==> src/rtl/lvds_tx_fifo_if.sv <==
// Read-side handshake between lvds_tx and the TX complex_fifo.
// Data is presented by the FIFO the cycle after a one-cycle pull strobe.
interface lvds_tx_fifo_if;
    logic        empty;
    logic        pull;
    logic [31:0] data;

    // lvds_tx issues the pull strobes; the FIFO answers with data and its empty flag.
    modport master (input empty, input data, output pull);
    modport slave  (output empty, output data, input pull);
endinterface

==> src/rtl/lvds_tx.sv <==
// TX serialiser: drains 32-bit I/Q words from the FIFO and emits them MSB-first as
// 2-bit DDR dibits, prefetching the next word so back-to-back words have no gap.
module lvds_tx #(
    parameter bit         FORCE_SYNC = 1'b1,
    parameter logic [1:0] IDLE_DIBIT = 2'b00
) (
    input  logic           i_ddr_clk,
    input  logic           i_rst_b,
    input  logic           i_enable,
    lvds_tx_fifo_if.master fifo,
    output logic [1:0]     o_ddr_data,
    output logic           o_tx_active,
    output logic           o_underrun,
    output logic [1:0]     o_debug_state
);

    typedef enum logic [1:0] {
        IDLE  = 2'd0,
        FETCH = 2'd1,
        LOAD  = 2'd2,
        SHIFT = 2'd3
    } state_t;

    localparam logic [3:0] PREFETCH_PHASE = 4'd14;
    localparam logic [3:0] LAST_PHASE     = 4'd15;

    state_t      state;
    state_t      state_next;
    logic [3:0]  phase;
    logic [31:0] sreg;
    logic [31:0] load_word;
    logic        prefetched;
    logic        starved;
    logic        load_en;
    logic        word_end;
    logic        stream_ok;

    assign stream_ok = i_enable && !fifo.empty;

    // I_SYNC sits at [31:30] and Q_SYNC at [15:14] of every modem word.
    assign load_word = FORCE_SYNC ? {2'b10, fifo.data[29:16], 2'b01, fifo.data[13:0]}
                                  : fifo.data;

    always_ff @(posedge i_ddr_clk or negedge i_rst_b) begin
        if (!i_rst_b) begin
            state <= IDLE;
        end else begin
            // NOTE: sequential state uses non-blocking assignments so every flop samples pre-edge values.
            state <= state_next;
        end
    end

    always_comb begin
        // NOTE: every output of this block gets a default first, so no path can infer a latch.
        state_next = state;
        fifo.pull  = 1'b0;
        load_en    = 1'b0;
        word_end   = 1'b0;
        case (state)
            IDLE: begin
                if (stream_ok) state_next = FETCH;
            end
            FETCH: begin
                fifo.pull  = 1'b1;
                state_next = LOAD;
            end
            LOAD: begin
                load_en    = 1'b1;
                state_next = SHIFT;
            end
            SHIFT: begin
                if (phase == PREFETCH_PHASE && stream_ok) fifo.pull = 1'b1;
                if (phase == LAST_PHASE) begin
                    if (prefetched) begin
                        load_en = 1'b1;
                    end else begin
                        word_end   = 1'b1;
                        state_next = IDLE;
                    end
                end
            end
            default: state_next = IDLE;
        endcase
    end

    // o_ddr_data holds the dibit for the current phase; loading puts dibit 0 out one edge after capture.
    always_ff @(posedge i_ddr_clk or negedge i_rst_b) begin
        if (!i_rst_b) begin
            sreg       <= '0;
            phase      <= '0;
            o_ddr_data <= IDLE_DIBIT;
            o_underrun <= 1'b0;
            prefetched <= 1'b0;
            starved    <= 1'b0;
        end else begin
            o_underrun <= word_end && starved;
            if (load_en) begin
                o_ddr_data <= load_word[31:30];
                sreg       <= {load_word[29:0], 2'b00};
                phase      <= '0;
            end else if (word_end) begin
                o_ddr_data <= IDLE_DIBIT;
                sreg       <= '0;
                phase      <= '0;
            end else if (state == SHIFT) begin
                o_ddr_data <= sreg[31:30];
                sreg       <= {sreg[29:0], 2'b00};
                phase      <= phase + 4'd1;
            end
            // The stream decision is latched once per word at phase 14 and acted on at phase 15.
            if (state == SHIFT && phase == PREFETCH_PHASE) begin
                prefetched <= stream_ok;
                starved    <= i_enable && fifo.empty;
            end
        end
    end

    assign o_tx_active   = (state == SHIFT);
    assign o_debug_state = state;

endmodule

==> src/flat_wrapper.sv <==
// flat-port wrapper written by rule: the top's interface ports become plain ports
module lvds_tx_flat 
#(
    parameter bit         FORCE_SYNC = 1'b1,
    parameter logic [1:0] IDLE_DIBIT = 2'b00
)
  (i_ddr_clk, i_rst_b, i_enable, o_ddr_data, o_tx_active, o_underrun, o_debug_state, fifo_empty, fifo_data, fifo_pull);
  lvds_tx_fifo_if fifo_i ();
  input  logic i_ddr_clk;
  input  logic i_rst_b;
  input  logic i_enable;
  output logic [1:0] o_ddr_data;
  output logic o_tx_active;
  output logic o_underrun;
  output logic [1:0] o_debug_state;
  input wire logic [$bits(fifo_i.empty)-1:0] fifo_empty;
  input wire logic [$bits(fifo_i.data)-1:0] fifo_data;
  output wire logic [$bits(fifo_i.pull)-1:0] fifo_pull;
  assign fifo_i.empty = fifo_empty;
  assign fifo_i.data = fifo_data;
  assign fifo_pull = fifo_i.pull;
  lvds_tx #(.FORCE_SYNC(FORCE_SYNC), .IDLE_DIBIT(IDLE_DIBIT)) u_core (.i_ddr_clk(i_ddr_clk), .i_rst_b(i_rst_b), .i_enable(i_enable), .fifo(fifo_i), .o_ddr_data(o_ddr_data), .o_tx_active(o_tx_active), .o_underrun(o_underrun), .o_debug_state(o_debug_state));
endmodule
==> config.mk <==
export PLATFORM = sky130hd
export DESIGN_NAME = lvds_tx_flat
export DESIGN_NICKNAME = d
export VERILOG_FILES = /design/src/rtl/lvds_tx_fifo_if.sv /design/src/rtl/lvds_tx.sv /design/src/flat_wrapper.sv
export SDC_FILE = /design/constraint.sdc
export NUM_CORES = 1
export LEC_CHECK = 0
export ABC_AREA = 1
export ABC_CLOCK_PERIOD_IN_PS = 2310
export CAP_MARGIN = 25
export CORE_ASPECT_RATIO = 0.6
export CORE_MARGIN = 5
export CORE_UTILIZATION = 51
export CTS_BUF_LIST = sky130_fd_sc_hd__clkbuf_8 sky130_fd_sc_hd__clkbuf_16
export DETAILED_ROUTE_END_ITERATION = 7
export GPL_ROUTABILITY_DRIVEN = 1
export MAX_ROUTING_LAYER = met4
export PLACE_DENSITY = 0.85
export SYNTH_ARGS = -nofsm -noshare
export SYNTH_HDL_FRONTEND = slang
export SYNTH_SLANG_ARGS = --single-unit
==> constraint.sdc <==
create_clock -name i_ddr_clk -period 2.31 [get_ports i_ddr_clk]
set_clock_uncertainty 0.2 [all_clocks]
set_input_delay 0.462 -clock i_ddr_clk [delete_from_list [all_inputs] [get_ports i_ddr_clk]]
set_output_delay 0.462 -clock i_ddr_clk [all_outputs]
set_load 0.01 [all_outputs]
==> After elaboration in Yosys (flattened, before gate mapping) <==
Cells that the tools add are included.
{ "op_classes": {"addsub": 1, "n_eq_ne": 8, "muxes": 21, "n_reduce_logical": 9} }
{ "ops": {"columns": ["cell", "n"], "rows": [
  ["2-to-1 mux 32 bit", 3],
  ["2-to-1 mux 2 bit", 6],
  ["2-to-1 mux 4 bit", 3],
  ["equality test 4 bit (second input constant)", 2],
  ["one-hot mux 2 bit (4 select lines)", 1],
  ["2-to-1 mux 1 bit", 6],
  ["logical AND 1 bit", 5],
  ["adder 4 x 1 -> 4 bit (second input constant)", 1],
  ["equality test 2 bit (second input constant)", 2],
  ["inequality test 2 x 1 -> 1 bit (second input constant)", 2],
  ["one-hot mux 1 bit (2 select lines)", 2],
  ["AND reduction 3 bit", 1],
  ["nonzero test 3 bit", 1],
  ["equality test 2 x 1 -> 1 bit (second input constant)", 1],
  ["zero test 2 bit", 1],
  ["inequality test 2 bit (second input constant)", 1],
  ["zero test 1 bit", 1]
]} }
{ "word_totals": {"register_bits": 43, "output_inout_bits": 7} }

==> Longest topological paths before layout <==
{ "depth": {"depth_word": 5, "depth_mapped": 8, "mapped_depth_nobuf": 7} }

==> Least setup slack after synthesis <==
OpenSTA, ideal clock, no wires.
{ "synth_path": {"kind": "register to output", "from": "register u_core.state[0] (netlist: u_core.o_debug_state[0])", "to": "output fifo_pull", "arrival_ps": 1224, "required_time_ps": 1648, "setup_slack_ps": 424, "stages_incl_launch_ff": 6, "path_cell_list": "dfrtp_1 > ha_1 > inv_2 > nor2_1 > nand3_1 > nand2_1"} }
{ "synth_between": {"elab_chain_len": 2, "word_cells_on_any_way": 3} }
{ "synth_rtl": {"columns": ["item", "line", "text"], "rows": [
  ["start: declaration", "lvds_tx.sv:27", "state_t state;"],
  ["start signal: assignment", "lvds_tx.sv:49", "state <= state_next;"],
  ["equality test 2 bit", null, null],
  ["net o_tx_active", "flat_wrapper.sv:13", "output logic o_tx_active;"],
  ["one-hot mux 1 bit (2 select lines)", "lvds_tx.sv:59", "case (state)"],
  ["end: declaration", "flat_wrapper.sv:18", "output wire logic [$bits(fifo_i.pull)-1:0] fifo_pull;"]
]} }
The timed path passes the listed nets, and every way through them passes these cells.

==> Worst setup path after layout <==
{ "layout_path": {"from": "register u_core.state[1] (netlist: u_core.o_debug_state[1])", "to": "output o_tx_active"} }
{ "layout_between": {"elab_chain_len": 1} }
{ "layout_rtl": {"columns": ["item", "line", "text"], "rows": [
  ["equality test 2 bit", "lvds_tx.sv:118", "assign o_tx_active = (state == SHIFT);"],
  ["end: declaration", "flat_wrapper.sv:13", null]
]} }
No other way between the ends.

==> impl_metrics.toml <==
[detailed_routing]
drt_iter0_markers = 96
drtPass1Iterations = 4
routed_wl_um = 4700
drc = 0
avgRoutedWirePerCell_um = 12.8
via_count = 1826
via_per_inst = 4.99
ant_nets = 0

[timing]
fin_crit_ns = 2.25
hold_viol = 2
final-setup-viol-count = 0
max_freq_mhz = 443
period_share_pct = 97.6
worst_pin_slew_ns = 0.501
timing.setup.tns_ns = 0
relSlewSlack_pct = 66.6
drv_slew = 0
hold_slack_ns = -0.000704

[synth]
ys_warn_count = 0
synth_edf_count = 0
synth_top_area_share_pct = 48.7
synth.distinct_cells = 20
synth_area_um2 = 2110
ys_seq_area_share_pct = 48.7
ys.flop_type = "dfrtp_1"
ys_async_sr_fraction_pct = 100
mappedNetlistNets = 309
ys_ff_latch = 41
avgSynthCellArea_um2 = 7.92
ys_top_cells_by_area = "dfrtp_1 (49%), nand2_1 (11%), nand3_1 (9.0%)"
postSynthCellCount = 266
synth_area_leader_cell = "dfrtp_1"

[placed_design]
hpwl_um = 3120
portBuffers = 38
dp.cells = 355
gp_congestion = 0.761

[cts]
htree_levels = 2
cts.sinks = 41
worstSkewPairLatency_ns = 0.30
max-clock-path-buffers = 2
cts_buffers = 5
clkTransAtPathRegs_ns = 0.08
cts_tree = "yes"
root_buffer = "clkbuf_8"
ctsHoldBuffers = 0

[min_path]
holdCritPathClass = "primary input to async pin"

[layout]
layout.cells.non_filler = 366
area_growth_syn_to_layout_pct = 30.8
nets = 358
fin_util_pct = 68.0
n_antenna_cell = 0
drive_gt1_share_pct = 14.2
n_fill_cell = 341

[worst_setup_path]
path_class = "register to output port"
crit_required_ns = 1.65
cp.arrival_ns = 1.59
start_kind = "register"
ff2ff_setup_slack_ns = 0.29
endpoint_kind = "output port"
path_max_fanout = 6

[grt]
grt_start_max_net_pins = 42
grt_usage_pct = 18.8
grt_first_pass_wirelength_um = 7740
grt_pass1_vias = 1637
grt_use_met3_pct = 6.29
busiest_layer = "met2"
grt.overflow.total = 0
grt_use_met1_pct = 25.6
antenna_found_initial = 0
grt_use_met2_pct = 26.8

[power]
vdd_drop_max_mv = 0.569
powerDensity_nw_per_um2 = 1290
pwr-share-clk_pct = 19.3
report.power.total_mw = 3.56
p_int_mw = 2.15
p_seq_share_pct = 33.2
p_switching_mw = 1.42
leakagePower_nw = 1.40
p_comb_share_pct = 47.5
p_sw_share_pct = 39.8

[flow_run]
drv_cap = 0

[die]
start_util_pct = 51.9
die_y_um = 59.8
rows = 18
die_area_um2 = 5560
core-area_um2 = 4050
ios = 43
die_x_um = 93.0

[status]
status = "finished with violations"
violations = "hold timing"
[kinds of logic after synthesis]
| family | synth area share (%) |
|---|---|
| xor+xnor | 0.416 |
| buf+inv | 9.98 |
| fa+ha+maj | 4.16 |
| flops | 48.7 |
| simple gates | 27.6 |
| compound gates | 9.09 |
[timing repair]
action	CTS	global route
setup buffers	0	3
gates resized for setup	7	2
cloned	0	0
setup endpoints to repair	1	2
pin swaps	1	2
[registers in the layout, indices dropped and copies added, names as in the netlist]
| signal | cells |
|---|---|
| u_core.o_debug_state | 2 |
| u_core.starved | 1 |
| u_core.phase | 4 |
| u_core.o_ddr_data | 2 |
| u_core.sreg | 30 |
| u_core.o_underrun | 1 |
| u_core.prefetched | 1 |
[worst max-delay path, stage by stage (launching register included)]
cell and delay, ns:
dfrtp_1 0.40, ha_1 0.21, buf_4 0.15, clkdlybuf4s50_1 0.54
[synth_stat cells (3+ instances only)]
library cell,number
nand2_1,63
dfrtp_1,41
nand3_1,38
inv_1,36
nor2_1,32
a21oi_1,19
buf_2,9
a21oi_2,8
ha_1,7
o21ai_0,3
[cell usage in the layout, fill, tap and decap left out]
| cell type | n |
|---|---|
| nand2_1 | 63 |
| dfrtp_1 | 41 |
| nand3_1 | 36 |
| clkdlybuf4s50_1 | 36 |
| inv_1 | 35 |
| nor2_1 | 30 |
| a21oi_1 | 19 |
| buf_4 | 14 |
| a21oi_2 | 8 |
| ha_1 | 6 |
| clkbuf_8 | 5 |
| nand3_2 | 3 |
| o21ai_0 | 3 |
| inv_2 | 2 |
| nor2_2 | 2 |
| bufinv_16 | 2 |
| nor2_4 | 1 |
| o21bai_2 | 1 |
| nand2_2 | 1 |
| xor2_1 | 1 |
| or2_2 | 1 |
| nand4_1 | 1 |
| ha_2 | 1 |
| clkinv_2 | 1 |
| buf_2 | 1 |
| clkdlybuf4s15_2 | 1 |
| buf_12 | 1 |
[power groups by stage]
stage / Sequential (mW) / Combinational, mW / Clock (mW)
2_1_floorplan: 1.19 / 1.15 / 0
3_3_place_gp: 1.18 / 1.59 / 0
3_5_place_dp: 1.19 / 1.64 / 0
4_1_cts: 1.18 / 1.65 / 0.698
5_1_grt: 1.21 / 1.92 / 0.740
6_report: 1.18 / 1.69 / 0.687
[final timing paths]
kind | startpoint | to | cells past startpoint
setup / recovery | u_core.o_debug_state[1] | o_tx_active | 3
hold / removal | i_rst_b | u_core.o_underrun | 2
setup reg to reg | u_core.phase[0] | u_core.phase[0] | 9
hold reg to reg | u_core.o_ddr_data[0] | u_core.o_ddr_data[0] | 2
max in group asynchronous | i_rst_b | u_core.sreg[11] | 2
min in group i_ddr_clk | u_core.o_ddr_data[0] | u_core.o_ddr_data[0] | 2
[area by class of cell]
class	instances	area [µm²]	share of cell area, %
Clock buffer	5	68.8	2.50
Inverter	37	139	5.04
Multi-Input combinational cell	177	892	32.4
Sequential cell	41	1030	37.2
Tap cell	50	62.6	2.27
Clock inverter	3	65.1	2.36
Timing Repair Buffer	53	502	18.2
[metal layers]
layer	vias up	wire length, µm
met5	-	0
met4	0	36
met3	4	411
met2	66	2170
met1	830	2080
li1	926	-
[metrics by stage]
stage                     area [µm²]  hold slack (ns)  worst slack (ns)
after floorplan                 2110          -0.0336             0.424
after global placement          2580            0.263            0.0115
after detailed placement        2580            0.267           -0.0446
after CTS                       2720           0.0272            0.0226
after global routing            2760           0.0458         -0.000261
final                           2760        -0.000704            0.0552
Power figures use the tool's default switching activity.
